[src/rtl/pipe_pkg.sv]
// Shared types and default widths for pipeline-stage registers.
package pipe_pkg;

  typedef enum logic [1:0] {
    EMPTY = 2'd0,
    ONE   = 2'd1,
    FULL  = 2'd2
  } pipe_state_e;

  localparam int REG_ADDR_W = 5;
  localparam int WORD_W     = 32;
  localparam int WB_CTRL_W  = 2;

  // MEM/WB payload: ReadData + AluResult + RegDst
  localparam int WB_DATA_W  = 2 * WORD_W + REG_ADDR_W;

endpackage

[src/rtl/pipe_stage_stats.sv]
// Saturating stall/bubble counters for pipe_stage_skid.
// Only present when PIPE_STAGE_STATS_EN is defined.
`ifdef PIPE_STAGE_STATS_EN
module pipe_stage_stats #(
  parameter int CNT_W = 16
) (
  input  logic             clk,
  input  logic             rst,
  input  logic             stall_evt,
  input  logic             bubble_evt,
  output logic [CNT_W-1:0] stall_cnt,
  output logic [CNT_W-1:0] bubble_cnt
);

  // flush deliberately does not clear these; only rst does
  always_ff @(posedge clk or posedge rst) begin
    if (rst) begin
      stall_cnt  <= '0;
      bubble_cnt <= '0;
    end else begin
      if (stall_evt && (stall_cnt != {CNT_W{1'b1}}))
        stall_cnt <= stall_cnt + 1'b1;
      if (bubble_evt && (bubble_cnt != {CNT_W{1'b1}}))
        bubble_cnt <= bubble_cnt + 1'b1;
    end
  end

endmodule
`endif

[src/rtl/pipe_stage_skid.sv]
// Valid/ready pipeline-stage register with a 2-entry skid buffer and sync flush.
// PIPE_STAGE_STATS_EN adds stall_cnt/bubble_cnt statistics ports.
//
// state | meaning
// EMPTY | no entry held, out_valid=0
// ONE   | main register holds the entry presented downstream
// FULL  | main presented, skid holds the next entry, in_ready=0
module pipe_stage_skid
  import pipe_pkg::*;
#(
  parameter int CTRL_W = WB_CTRL_W,
  parameter int DATA_W = WB_DATA_W
`ifdef PIPE_STAGE_STATS_EN
  ,
  parameter int CNT_W  = 16
`endif
) (
  input  logic              clk,
  input  logic              rst,
  input  logic              flush,
  input  logic              in_valid,
  output logic              in_ready,
  input  logic [CTRL_W-1:0] in_ctrl,
  input  logic [DATA_W-1:0] in_data,
  output logic              out_valid,
  input  logic              out_ready,
  output logic [CTRL_W-1:0] out_ctrl,
  output logic [DATA_W-1:0] out_data
`ifdef PIPE_STAGE_STATS_EN
  ,
  output logic [CNT_W-1:0]  stall_cnt,
  output logic [CNT_W-1:0]  bubble_cnt
`endif
);

  pipe_state_e       state;
  logic [CTRL_W-1:0] main_ctrl;
  logic [DATA_W-1:0] main_data;
  logic [CTRL_W-1:0] skid_ctrl;
  logic [DATA_W-1:0] skid_data;
  logic              in_fire;
  logic              out_fire;

  // ready comes straight from state so upstream never sees a comb path from out_ready
  assign in_ready  = (state != FULL) && !rst;
  assign out_valid = (state != EMPTY);
  assign out_data  = main_data;
  assign out_ctrl  = main_ctrl & {CTRL_W{out_valid}};

  assign in_fire   = in_valid && in_ready;
  assign out_fire  = out_valid && out_ready;

  always_ff @(posedge clk or posedge rst) begin
    if (rst) begin
      state     <= EMPTY;
      main_ctrl <= '0;
      main_data <= '0;
      skid_ctrl <= '0;
      skid_data <= '0;
    end else if (flush) begin
      // payload regs keep their value so out_data holds while empty
      state <= EMPTY;
    end else begin
      case (state)
        EMPTY: begin
          if (in_fire) begin
            main_ctrl <= in_ctrl;
            main_data <= in_data;
            state     <= ONE;
          end
        end
        ONE: begin
          if (in_fire && out_fire) begin
            main_ctrl <= in_ctrl;
            main_data <= in_data;
          end else if (in_fire) begin
            skid_ctrl <= in_ctrl;
            skid_data <= in_data;
            state     <= FULL;
          end else if (out_fire) begin
            state <= EMPTY;
          end
        end
        FULL: begin
          if (out_fire) begin
            main_ctrl <= skid_ctrl;
            main_data <= skid_data;
            state     <= ONE;
          end
        end
        default: state <= EMPTY;
      endcase
    end
  end

`ifdef PIPE_STAGE_STATS_EN
  pipe_stage_stats #(
    .CNT_W(CNT_W)
  ) u_stats (
    .clk       (clk),
    .rst       (rst),
    .stall_evt (in_valid && !in_ready),
    .bubble_evt(out_ready && !out_valid),
    .stall_cnt (stall_cnt),
    .bubble_cnt(bubble_cnt)
  );
`endif

endmodule
[config.mk]
export PLATFORM = sky130hd
export DESIGN_NAME = pipe_stage_skid
export DESIGN_NICKNAME = d
export VERILOG_FILES = /design/src/rtl/pipe_pkg.sv /design/src/rtl/pipe_stage_stats.sv /design/src/rtl/pipe_stage_skid.sv
export SDC_FILE = /design/constraint.sdc
export NUM_CORES = 1
export LEC_CHECK = 0
export ABC_AREA = 0
export CORE_UTILIZATION = 31
export CTS_CLUSTER_SIZE = 8
export DETAILED_ROUTE_END_ITERATION = 12
export HOLD_SLACK_MARGIN = 0.1
export SETUP_SLACK_MARGIN = 0.05
export SYNTH_ARGS = -nofsm -noshare
export SYNTH_HDL_FRONTEND = slang
export SYNTH_HIERARCHICAL = 1
export SYNTH_SLANG_ARGS = --single-unit
[constraint.sdc]
create_clock -name clk -period 6.91 [get_ports clk]
set_input_delay 1.382 -clock clk [delete_from_list [all_inputs] [get_ports clk]]
set_output_delay 1.382 -clock clk [all_outputs]
set_load 0.05 [all_outputs]
==> metrics.cfg <==
[status]
status = finished, final reports clean

[drt]
final_antenna_net_count = 0
vias = 4150
wl_met3_um = 740
wl_met2_um = 6731
highest_layer = met4
drt_first_pass_iters = 5
drt_wl_total_um = 13810
first_iter_violations = 104
post_drt_via_cell_ratio = 4.652
route.detailed.drc = 0
wl_per_cell_um = 15.48
met1_length_um = 6127

[logic_synthesis]
ys_top_cells_by_area = dfrtp_1, mux2_2, mux2i_1, a21oi_1, nor2_1
avgSynthCellArea_sq_um = 12.55
synthesis.instances = 479
synth_common_cells = dfrtp_1, nor2_1, a21oi_1, mux2_2, mux2i_1
synth_seq_cells = 144
synth.largest_area_cell = dfrtp_1
synth_nets = 555
synth_most_common_cell = dfrtp_1
synth_edf_count = 0
syn_area_sq_um = 6012
async_flop_share_pct = 100.0
synth.distinct_cells = 22
yosys.area.top_type_share_pct = 59.94
synth_warnings = 6
seq_area_frac_synth_pct = 59.94
synth_ff_type = dfrtp_1

[timing]
clock_skew_ps = 6.043
setup_ws_ps = 2579
rsz0062_at_grt = no
tightestPinTransition_ps = 1157
slew_headroom_pct = 22.87
final.setup.tns_ps = 0
slew_viol_final = 0
setup_viol = 0
hold_violations = 0
fin_crit_ps = 4331
fmax_mhz = 230.9
post-route-period-util_pct = 62.67

[flow_run]
cap_viol_max_count = 0

[critical_path]
r2r_slack_ps = 4520
worst_path_most_repeated_cell = clkdlybuf4s50_1
max_stage_delay_ps = 840
critPathTopFamily = buffers and inverters
cp_cell_sequence = clkdlybuf4s50_1 -> nor2_1 -> clkdlybuf4s50_1
crit_fanout = 5
crit_type = in2out
critPathRequiredTime_ps = 5530
arrival_ps = 2950
reg2reg_depth = 3
endpoint_kind = output port
worst-path-buf-inv = 2
r2r_end = skid_data[27]
start_kind = input pin
rr_startpoint = state[1]
slowest_stage = clkdlybuf4s50_1

[cells_and_area]
antenna_cells = 0
final_net_count = 695
drive_above_1_share_pct = 17.72
area_delta_synth_final_pct = 37.67
fill_cells = 1750

[die]
die_area_sq_um = 19950
rows = 50
die_w_um = 141.3
core-area_sq_um = 18830
pin_count = 149
start_util_pct = 31.93
die_h_um = 141.3

[clocking]
cts_made_buffers = 17
cts_tree = yes
cts-resized-gates = 0
clock_sinks = 144
insertion_delay_ps = 410
clk_pin_slew_ps = 60
cts_hold_buf = 0
cts_buffer_depth = 2
cts-root-buf = clkbuf_16
ctsHtreeMaxLevel = 4
cts_setup_buffers = 0

[global_route]
grt_overflow = 0
grt_max_degree = 91
grt_pass1_wl_um = 22600
antenna_found_initial = 0
track_usage_pct = 14.69
grt_pass1_vias = 4467

[place]
hpwl_um = 8628
finalWeightedCongestion = 0.7192
io_buffers = 148
pre_cts_slack_ps = 2562

[min_path]
holdPathStages = 1
min_from = skid_data[47]
hold_path.class = reg2reg
holdPathEnd = skid_data[47]

[power]
leakagePower_nw = 3.678
p_per_area_nw_per_um2 = 333.0
vdd_drop_max_uv = 160.7

report_power, final:
group / total [mW] / leakage [nW] / internal, mW / switching [mW]
registers: 1.11 / 1.74 / 1.02 / 0.0915
logic: 0.804 / 1.68 / 0.308 / 0.495
clock network: 0.844 / 0.263 / 0.478 / 0.365
total: 2.76 / 3.68 / 1.80 / 0.952
routing by layer:
metal	vias to the layer above	global-route usage, %
met3	14	4.219
met2	109	24.28
li1	1944	-
met5	-	0
met4	0	5.950
met1	2083	18.04
flip-flops by register name, indices dropped and copies added (netlist names):
signal	flops
skid_data	69
skid_ctrl	2
state	2
out_data	69
main_ctrl	2
worst register-to-register path, stage by stage, from the launching register on:
cell     delay [ps]
dfrtp_1         460
nor4b_1         550
nand2_4         710
mux2_2          550
logic make-up (layout without fill, tap and decap cells):
| kind of cell | count (synthesis) | in the layout | synth area share (%) |
|---|---|---|---|
| compound gates | 75 | 75 | 6.473 |
| buf+inv | 33 | 186 | 2.497 |
| flops | 144 | 144 | 59.94 |
| mux | 142 | 142 | 25.12 |
| simple gates | 85 | 85 | 5.973 |
stage by stage:
step	hold WS (ps)	util (%)	area [sq um]	std cells	power, mW
2_1_floorplan	478.7	-	6012	479	1.633
3_3_place_gp	485.2	41.09	7737	860	1.909
3_5_place_dp	493.3	41.09	7737	860	1.935
4_1_cts	507.0	43.95	8277	892	2.797
5_1_grt	522.3	43.95	8277	892	2.891
6_report	503.3	43.95	8277	892	2.756
cell type report:
| type | instances | area [sq um] | area share [%] |
|---|---|---|---|
| multi-input cells | 302 | 2285 | 27.60 |
| flip-flops and latches | 144 | 3603 | 43.54 |
| well taps | 260 | 325.3 | 3.930 |
| inverters | 2 | 12.51 | 0.1512 |
| clock buffers | 20 | 456.7 | 5.518 |
| clock inverters | 12 | 82.58 | 0.9977 |
| repair buffers | 152 | 1511 | 18.26 |
layout by cell type (no fill, tap or decap):
master	n
a21o_1	1
a21oi_1	71
a31oi_1	1
a31oi_4	1
buf_4	4
clkbuf_1	1
clkbuf_16	17
clkbuf_8	2
clkdlybuf4s50_1	148
clkinv_2	5
clkinv_4	1
clkinvlp_4	3
dfrtp_1	144
inv_1	1
inv_6	4
mux2_2	71
mux2i_1	71
nand2_1	1
nand2_4	1
nand2b_2	1
nand3b_1	1
nand4bb_1	1
nor2_1	73
nor2b_1	3
nor2b_4	1
nor4b_1	1
o31ai_1	1
or3b_2	1
or4b_1	1
how the worst max path moves through the flow:
stage / start / endpoint / slack [ps] / depth (start not counted)
4_1_cts: rst / in_ready / 2560 / 3
6_report: rst / in_ready / 2580 / 3
3_3_place_gp: rst / in_ready / 2560 / 3
5_1_grt: rst / in_ready / 2540 / 3
2_1_floorplan: rst / main_ctrl[0] / 1660 / 1
3_5_place_dp: rst / in_ready / 2560 / 3
Note: power is estimated with default switching activity, not from simulation.
